### src/rtl/uart_rx_os.sv
`default_nettype none
// ============================================================================
// Module   : uart_rx_os
// Purpose  : Oversampling UART receiver with 3-sample majority vote and a
//            valid/ack word handshake. Optional parity: UART_RX_PARITY_EN.
// Revision : 1.0 - initial release
// ============================================================================
module uart_rx_os #(
  parameter int CLKFREQ    = 100_000_000,
  parameter int BAUD       = 9600,
  parameter int DATA_WIDTH = 8,
  parameter int OVERSAMPLE = 16,
  parameter int ODD_PARITY = 0
) (
  input  logic                  clk,
  input  logic                  reset,
  input  logic                  RxD,
  output logic [DATA_WIDTH-1:0] data_out,
  output logic                  data_valid,
  input  logic                  data_ack,
  output logic                  frame_err,
  output logic                  parity_err,
  output logic                  overrun,
  output logic                  rx_idle
);

  localparam int DIV_RAW = CLKFREQ / (BAUD * OVERSAMPLE);
  localparam int DIV     = (DIV_RAW < 1) ? 1 : DIV_RAW;
  localparam int CW      = (DIV > 1) ? $clog2(DIV) : 1;
  localparam int SW      = $clog2(OVERSAMPLE);
  localparam int BW      = $clog2(DATA_WIDTH);

  localparam logic [CW-1:0] TICK_LAST = CW'(DIV - 1);
  localparam logic [SW-1:0] SAMP_LAST = SW'(OVERSAMPLE - 1);
  localparam logic [SW-1:0] SAMP_A    = SW'(OVERSAMPLE / 2 - 1);
  localparam logic [SW-1:0] SAMP_B    = SW'(OVERSAMPLE / 2);
  localparam logic [SW-1:0] SAMP_C    = SW'(OVERSAMPLE / 2 + 1);
  localparam logic [BW-1:0] BIT_LAST  = BW'(DATA_WIDTH - 1);

  typedef enum logic [2:0] {
    ARM    = 3'd0,
    IDLE   = 3'd1,
    START  = 3'd2,
    DATA   = 3'd3,
`ifdef UART_RX_PARITY_EN
    PARITY = 3'd4,
`endif
    STOP   = 3'd5
  } state_t;

  state_t                state, state_next;
  logic                  sync1, sync2;
  logic [1:0]            flush;
  logic [CW-1:0]         tick_cnt;
  logic [SW-1:0]         samp_cnt;
  logic                  tick;
  logic                  vote_a, vote_b, voted;
  logic                  start_go, in_frame, bit_rdy, last_bit, frame_done;
  logic [BW-1:0]         bit_cnt;
  logic [DATA_WIDTH-1:0] shreg;

  always_ff @(posedge clk) begin
    if (reset) begin
      sync1 <= 1'b1;
      sync2 <= 1'b1;
      flush <= 2'b00;
    end else begin
      sync1 <= RxD;
      sync2 <= sync1;
      flush <= {flush[0], 1'b1};
    end
  end

  assign start_go = (state == IDLE) && !sync2;
  assign tick     = (tick_cnt == TICK_LAST);

  // Both counters restart on the start edge so sampling is centred on each bit
  always_ff @(posedge clk) begin
    if (reset || start_go) begin
      tick_cnt <= '0;
      samp_cnt <= '0;
    end else if (tick) begin
      tick_cnt <= '0;
      samp_cnt <= (samp_cnt == SAMP_LAST) ? '0 : samp_cnt + 1'b1;
    end else begin
      tick_cnt <= tick_cnt + 1'b1;
    end
  end

  always_ff @(posedge clk) begin
    if (reset) begin
      vote_a <= 1'b1;
      vote_b <= 1'b1;
    end else if (tick) begin
      if (samp_cnt == SAMP_A) vote_a <= sync2;
      if (samp_cnt == SAMP_B) vote_b <= sync2;
    end
  end

  assign voted      = (vote_a & vote_b) | (vote_a & sync2) | (vote_b & sync2);
  assign in_frame   = (state != ARM) && (state != IDLE);
  assign bit_rdy    = tick && (samp_cnt == SAMP_C) && in_frame;
  assign last_bit   = (bit_cnt == BIT_LAST);
  assign frame_done = bit_rdy && (state == STOP);
  assign rx_idle    = (state == IDLE);

  always_ff @(posedge clk) begin
    if (reset) state <= ARM;
    else       state <= state_next;
  end

  always_comb begin
    state_next = state;
    case (state)
      // The synchroniser's reset value says nothing about the line; wait for it to flush
      ARM:   if (flush[1] && sync2) state_next = IDLE;
      IDLE:  if (!sync2) state_next = START;
      START: if (bit_rdy) state_next = voted ? IDLE : DATA;
      DATA: begin
        if (bit_rdy && last_bit) begin
`ifdef UART_RX_PARITY_EN
          state_next = PARITY;
`else
          state_next = STOP;
`endif
        end
      end
`ifdef UART_RX_PARITY_EN
      PARITY: if (bit_rdy) state_next = STOP;
`endif
      STOP:  if (bit_rdy) state_next = voted ? IDLE : ARM;
      default: state_next = ARM;
    endcase
  end

`ifdef UART_RX_PARITY_EN
  logic par_bit;
  logic par_bad;
  assign par_bad = ((^shreg) ^ par_bit) != ODD_PARITY[0];
`endif

  always_ff @(posedge clk) begin
    if (reset) begin
      shreg   <= '0;
      bit_cnt <= '0;
`ifdef UART_RX_PARITY_EN
      par_bit <= 1'b0;
`endif
    end else if (bit_rdy) begin
      if (state == START) bit_cnt <= '0;
      if (state == DATA) begin
        shreg   <= {voted, shreg[DATA_WIDTH-1:1]};
        bit_cnt <= bit_cnt + 1'b1;
      end
`ifdef UART_RX_PARITY_EN
      if (state == PARITY) par_bit <= voted;
`endif
    end
  end

  // A completing frame wins over an ack in the same cycle; otherwise it is dropped
  always_ff @(posedge clk) begin
    if (reset) begin
      data_out   <= '0;
      data_valid <= 1'b0;
      frame_err  <= 1'b0;
      overrun    <= 1'b0;
    end else if (frame_done && (!data_valid || data_ack)) begin
      data_out   <= shreg;
      data_valid <= 1'b1;
      frame_err  <= !voted;
      overrun    <= 1'b0;
    end else if (frame_done) begin
      overrun    <= 1'b1;
    end else if (data_valid && data_ack) begin
      data_valid <= 1'b0;
      frame_err  <= 1'b0;
      overrun    <= 1'b0;
    end
  end

`ifdef UART_RX_PARITY_EN
  always_ff @(posedge clk) begin
    if (reset)                                        parity_err <= 1'b0;
    else if (frame_done && (!data_valid || data_ack)) parity_err <= par_bad;
    else if (!frame_done && data_valid && data_ack)   parity_err <= 1'b0;
  end
`else
  assign parity_err = 1'b0 & ODD_PARITY[0];
`endif

endmodule
`default_nettype wire
### config.mk
export PLATFORM = sky130hd
export DESIGN_NAME = uart_rx_os
export DESIGN_NICKNAME = d
export VERILOG_FILES = /design/src/rtl/uart_rx_os.sv
export SDC_FILE = /design/constraint.sdc
export NUM_CORES = 1
export LEC_CHECK = 0
export ABC_AREA = 1
export BUFFER_PORTS_ARGS = -buffer_cell sky130_fd_sc_hd__buf_2
export CORE_UTILIZATION = 58
export CTS_CLUSTER_DIAMETER = 40
export DETAILED_ROUTE_END_ITERATION = 6
export HOLD_SLACK_MARGIN = 0.06
export PLACE_DENSITY = 0.76
export SYNTH_ARGS = -nofsm -noshare
export SYNTH_HDL_FRONTEND = slang
export SYNTH_SLANG_ARGS = --single-unit
### constraint.sdc
create_clock -name clk -period 1.77 [get_ports clk]
set_clock_uncertainty 0.05 [all_clocks]
set_input_delay 0.354 -clock clk [delete_from_list [all_inputs] [get_ports clk]]
set_output_delay 0.354 -clock clk [all_outputs]
set_load 0.02 [all_outputs]
==> results.sh, run 1 <==
export IMPL_routed_via_count=1728
export IMPL_hold_depth=2
export IMPL_die_x_um=61.4
export IMPL_synthCells=273
export IMPL_ir_drop_v=0.000413
export IMPL_insertion_delay_ns=0.35
export IMPL_cp_arrival_ns=1.87
export IMPL_postSynthAreaPerCell_um2=7.48
export IMPL_initial_core_util_pct=60.8
export IMPL_h_tree_depth=2
export IMPL_grt_pass1_vias=1432
export IMPL_rows=21
export IMPL_wl_per_cell_um=11.6
export IMPL_die_area_mm2=0.00376
export IMPL_hpwlAfterDp_um=2790
export IMPL_min_path_type="in2reg"
export IMPL_crit_fanout=8
export IMPL_fillers=300
export IMPL_rr_endpoint="bit_cnt[0]$_SDFFE_PP0P_"
export IMPL_setup_viol=0
export IMPL_drtIter0Drc=90
export IMPL_viasPerCell=5.02
export IMPL_reg2reg_depth=10
export IMPL_post_route_util_pct=68.2
export IMPL_fp_coreArea_mm2=0.00336
export IMPL_drc_errors=0
export IMPL_grt_max_degree=18
export IMPL_clk_pin_slew_ns=0.12
export IMPL_clock_tree_buffer_depth=2
export IMPL_cts_hold_buffers=0
export IMPL_nNetsFinal=309
export IMPL_n_antenna_cell=0
export IMPL_wl_um=3990
export IMPL_cts_made_buffers=5
export IMPL_hold_path_startpoint="RxD"
export IMPL_p_per_area_mw_per_mm2=863
export IMPL_maxCapViolCount=0
export IMPL_layout_cells_most_common_list="nand2_1, dfxtp_1, nor2_1, inv_1, a21oi_1"
export IMPL_setup_worst_path_end_class="flip-flop"
export IMPL_cts_tree="yes"
export IMPL_place_gp_congestion=0.776
export IMPL_grt_usage_pct=21.9
export IMPL_layout_commonest_cell="nand2_1"
export IMPL_multi_input_area_um2=992
export IMPL_dpl_cell_area_mm2=0.00219
export IMPL_grt_ovfl_total=0
export IMPL_max_freq_ghz=0.600
export IMPL_ys_seq_area_share_pct=44.1
export IMPL_ys_seq_elements=45
export IMPL_syn_nets=284
export IMPL_grt_pass1_wl_um=6050
export IMPL_dieHeight_um=61.4
export IMPL_seq_area_um2=902
export IMPL_final_max_slew_viol_count=0
export IMPL_hold_viol=0
export IMPL_outcome="complete, no violations"
export IMPL_dp_slack_ns=0.0676
export IMPL_dr_pass1_iters=4
export IMPL_crit_required_ns=1.97
export IMPL_cp_start_kind="flip-flop"
export IMPL_r2r_setup_slack_ns=0.10
export IMPL_antenna_found_initial=0
export IMPL_areaGrowthSynthToFinish_pct=12.2
export IMPL_ys_warnings_count=0
export IMPL_reg2reg_from="samp_cnt[1]$_SDFFE_PP0P_"
export IMPL_finalCriticalPeriod_ns=1.67
export IMPL_io_pins=17
export IMPL_cts_sinks=45
export IMPL_fin_ws_ns=0.102
export IMPL_synth_area_mm2=0.00204
export IMPL_power_leakage_nw=1.04
export IMPL_io_buffers=15
export IMPL_path_class="reg2reg"
export IMPL_cts_root_buf="clkbuf_4"
export IMPL_design_area_mm2=0.00229
export IMPL_power_w=0.00198
export IMPL_drive_gt1_share_pct=18.5
export IMPL_min_to="sync1$_SDFF_PP1_"
export IMPL_antenna_left=0
export IMPL_post_route_period_util_pct=94.2
export IMPL_ys_types=33
[how the worst max path moves through the flow]
stage / endpoint / slack (ns) / cells past startpoint / from
2_1_floorplan: tick_cnt[9]$_SDFF_PP0_ / 0.21 / 6 / state[0]$_SDFFE_PP0P_
3_3_place_gp: data_out[1]$_SDFFE_PP0P_ / 0.09 / 9 / samp_cnt[1]$_SDFFE_PP0P_
3_5_place_dp: data_out[5]$_SDFFE_PP0P_ / 0.07 / 9 / samp_cnt[1]$_SDFFE_PP0P_
4_1_cts: rx_idle / 0.008 / 4 / state[1]$_SDFFE_PP0P_
5_1_grt: bit_cnt[0]$_SDFFE_PP0P_ / -0.05 / 10 / samp_cnt[1]$_SDFFE_PP0P_
6_report: bit_cnt[0]$_SDFFE_PP0P_ / 0.10 / 10 / samp_cnt[1]$_SDFFE_PP0P_
[layer usage]
metal  part of all wire (%)  track usage, %  vias to the layer above
met5                      0               0                        -
met4                    1.4            7.62                        0
met3                    3.1            6.30                        6
met2                     46            34.5                       20
met1                     49            29.1                      770
li1                       -               -                      932
[stage by stage]
step | cells | hold slack (ns) | TNS, ns
5_1_grt | 344 | 0.118 | -0.0477
3_5_place_dp | 334 | 0.347 | 0
4_1_cts | 341 | 0.119 | 0
3_3_place_gp | 334 | 0.349 | 0
6_report | 344 | 0.131 | 0
2_1_floorplan | 273 | 0.338 | 0
[flip-flops by register name, summed over array words and instances, names as in the netlist]
signal / flops
bit_cnt: 3
data_out: 8
data_valid: 1
flush: 2
frame_err: 1
overrun: 1
samp_cnt: 4
shreg: 8
state: 3
sync1: 1
sync2: 1
tick_cnt: 10
vote_a: 1
vote_b: 1
[cell families after synthesis]
family                   Yosys count  share of synthesized area (%)
AND/OR/NAND/NOR                  132                           30.7
flip-flops                        45                           44.1
AO/OA/AOI/OAI                     44                           11.4
buffers and inverters             43                           8.88
adder cells (fa/ha/maj)            7                           4.29
XOR/XNOR                           1                          0.429
other                              1                          0.184
[power breakdown]
group / switching (W) / total (W) / internal, W
Combinational: 0.000260 / 0.000394 / 0.000134
Clock: 0.000302 / 0.000490 / 0.000188
Sequential: 0.0000403 / 0.00109 / 0.00105
Total: 0.000602 / 0.00198 / 0.00138
[critical path, stage by stage, from the launching register on]
cell and delay [ns]:
dfxtp_2 0.36, inv_2 0.07, ha_2 0.16, o21ai_1 0.07, nor2_2 0.17, inv_2 0.08, nor2_8 0.18, buf_6 0.14
nand2_1 0.08, o21ai_1 0.15, a21oi_1 0.06
[final cells by class]
class	count	share of cell area [%]
Clock buffer	7	2.40
Inverter	35	5.73
Multi-Input combinational cell	186	43.3
Sequential cell	45	39.4
Tap cell	46	2.51
Timing Repair Buffer	25	6.71
[what timing repair did]
action | 4_1_cts | 5_1_grt
gates resized for setup | 0 | 11
buffers inserted | 0 | 1
setup endpoints to repair | 0 | 16
[synthesized netlist by cell type]
master | instances | area (µm²)
nand2_1 | 57 | 214
dfxtp_1 | 45 | 901
inv_1 | 33 | 124
nor2_1 | 33 | 124
a21oi_1 | 28 | 140
nand4_1 | 13 | 81.3
nand3_1 | 10 | 50.1
o21ai_0 | 10 | 50.1
ha_1 | 7 | 87.6
or2_2 | 4 | 25.0
buf_4 | 3 | 22.5
clkbuf_1 | 3 | 11.3
inv_2 | 2 | 7.51
nand2_2 | 2 | 12.5
nor2_2 | 2 | 12.5
nor3_1 | 2 | 10.0
nor3b_1 | 2 | 15.0
o21bai_1 | 2 | 15.0
a21oi_2 | 1 | 8.76
a31oi_1 | 1 | 6.26
and3_1 | 1 | 6.26
buf_2 | 1 | 5.00
buf_6 | 1 | 11.3
conb_1 | 1 | 3.75
nand2_4 | 1 | 11.3
nand3_4 | 1 | 17.5
nand3b_1 | 1 | 7.51
nor2_4 | 1 | 11.3
nor2_8 | 1 | 20.0
nor3_2 | 1 | 10.0
o21a_1 | 1 | 7.51
o21ai_1 | 1 | 5.00
xor2_1 | 1 | 8.76
Note: power is estimated with default switching activity, not from simulation.
==> run 2, diff against run 1 <==
GPL_TIMING_DRIVEN = 0   (was not set)
==> run 2 against run 1 <==
Against the previous run:
- count of clock-buffer cells in the layout fell by 1
- worst hold slack got worse by 0.0072 ns
- sequential share of layout area rose by 0.23 points
- setup slack got worse by 0.011 ns
- non-clock buffer count did not move
- critical path type unchanged
- highest routed layer unchanged
==> results.sh, run 2 (same netlist as run 1, synthesis figures left out) <==
export IMPL_cp_cell_sequence="inv_1 -> ha_1 -> o21ai_1 -> nor2_2 -> inv_2 -> nor2_8 -> nand3_4 -> buf_4 -> nand2_1 -> nand2_1 -> nor2_1"
export IMPL_crit_path_frequent_cell="nand2_1"
export IMPL_cp_start_kind="flip-flop"
export IMPL_path_class="reg2reg"
export IMPL_insertion_delay_ns=0.36
export IMPL_ir_drop_v=0.000510
export IMPL_r2r_setup_slack_ns=0.09
export IMPL_crit_required_ns=2.02
export IMPL_layout_cells_most_common_list="nand2_1, dfxtp_1, inv_1, nor2_1, a21oi_1"
export IMPL_setup_worst_path_end_class="flip-flop"
export IMPL_fp_coreArea_mm2=0.00336
export IMPL_die_area_mm2=0.00376
export IMPL_power_w=0.00197
export IMPL_n_antenna_cell=0
export IMPL_areaGrowthSynthToFinish_pct=11.7
export IMPL_design_area_mm2=0.00228
export IMPL_layout_commonest_cell="nand2_1"
export IMPL_rsz0062_at_grt="true"
export IMPL_routed_via_count=1769
export IMPL_max_flop_register="tick_cnt"
export IMPL_worstMarginPinSlew_ns=0.509
export IMPL_top_regs="tick_cnt (10), data_out (8), shreg (8)"
export IMPL_die_x_um=61.4
export IMPL_crit_fanout=7
export IMPL_power_leakage_nw=1.04
export IMPL_antenna_found_initial=0
export IMPL_p_per_area_mw_per_mm2=863
export IMPL_drtIter0Drc=111
export IMPL_dr_pass1_iters=4
export IMPL_cp_arrival_ns=1.93
export IMPL_wl_um=3900
export IMPL_max_freq_ghz=0.596
export IMPL_drive_gt1_share_pct=17.4
export IMPL_finalCriticalPeriod_ns=1.68
export IMPL_outcome="complete, no violations"
export IMPL_dieHeight_um=61.4
export IMPL_grt_max_degree=15
export IMPL_antenna_left=0
export IMPL_io_buffers=14
export IMPL_setup_viol=0
export IMPL_hpwlAfterDp_um=2820
export IMPL_grt_pass1_vias=1478
export IMPL_wl_per_cell_um=11.3
export IMPL_h_tree_depth=2
export IMPL_max_stage_delay_ns=0.35
export IMPL_hold_slack_ns=0.123
export IMPL_post_route_period_util_pct=94.8
export IMPL_fin_setup_tns_ns=0
export IMPL_grt_pass1_wl_um=6440
export IMPL_cts_hold_buffers=0
export IMPL_initial_core_util_pct=60.8
export IMPL_cts_sinks=45
export IMPL_nNetsFinal=308
export IMPL_grt_usage_pct=23.3
export IMPL_viasPerCell=5.14
export IMPL_clk_pin_slew_ns=0.13
export IMPL_rows=21
export IMPL_cp_slowest_cell="dfxtp_1"
export IMPL_relSlewSlack_pct=66.1
export IMPL_cts_root_buf="clkbuf_4"
export IMPL_cts_made_buffers=5
export IMPL_grt_ovfl_total=0
export IMPL_min_path_type="in2reg"
export IMPL_dpl_cell_area_mm2=0.00217
export IMPL_largest_register_ffs=10
export IMPL_cp_num_buf_inv=3
export IMPL_cts_tree="yes"
export IMPL_fillers=327
export IMPL_post_route_util_pct=67.9
export IMPL_io_pins=17
export IMPL_path_delay_family="simple AND/OR/NAND/NOR gates"
export IMPL_drc_errors=0
export IMPL_hold_viol=0
export IMPL_place_gp_congestion=0.867
export IMPL_clock_tree_buffer_depth=2
export IMPL_final_max_slew_viol_count=0
export IMPL_maxCapViolCount=0
-- run 2: cell count changes in the layout (fill, tap and decap cells not counted), sizes merged --
cell,before,now
buf,25,22
clkbuf,7,9
clkinvlp,0,2
nand3,12,11
-- run 2: through the flow --
| stage | instances | setup slack, ns |
|---|---|---|
| floorplan | 273 | 0.213 |
| global placement | 333 | 0.0266 |
| detailed placement | 333 | 0.00787 |
| CTS | 341 | 0.00884 |
| global route | 344 | -0.0187 |
| finish | 344 | 0.0913 |
-- run 2: timing repair --
item                                    CTS  global route
buffers inserted                          0             3
gates resized for setup                   3             8
pin swaps                                 0             2
gates cloned                              0             0
endpoints found under the setup margin    6            16
-- run 2: cell type report --
cell class | count | area (µm²) | area share, %
Multi-Input combinational cell | 185 | 988 | 43.3
Inverter | 35 | 131 | 5.76
Sequential cell | 45 | 903 | 39.6
Timing Repair Buffer | 17 | 95.1 | 4.17
Clock inverter | 2 | 15.0 | 0.658
Clock buffer | 6 | 41.3 | 1.81
Tap cell | 46 | 57.6 | 2.52
Buffer | 8 | 50.0 | 2.19
-- run 2: where the power goes --
part           internal [W]  switching [W]
Combinational      0.000126       0.000240
Clock              0.000156       0.000333
Sequential          0.00106      0.0000574
Total               0.00134       0.000631
-- run 2: metal layers --
metal	part of all wire (%)	routed length [µm]	track usage (%)
met1	48	1880	31.2
met2	47	1820	35.7
met3	4.4	170	6.51
met4	0.87	34	9.21
met5	0	0	0
-- run 2: final timing paths --
check,to,start,cells after the start
worst min-delay path,sync1$_SDFF_PP1_,RxD,2
worst min register to register,flush[1]$_SDFF_PP0_,flush[0]$_DFF_P_,2
worst max-delay path,shreg[4]$_SDFFE_PP0P_,samp_cnt[1]$_SDFFE_PP0P_,11
worst max register to register,shreg[4]$_SDFFE_PP0P_,samp_cnt[1]$_SDFFE_PP0P_,11
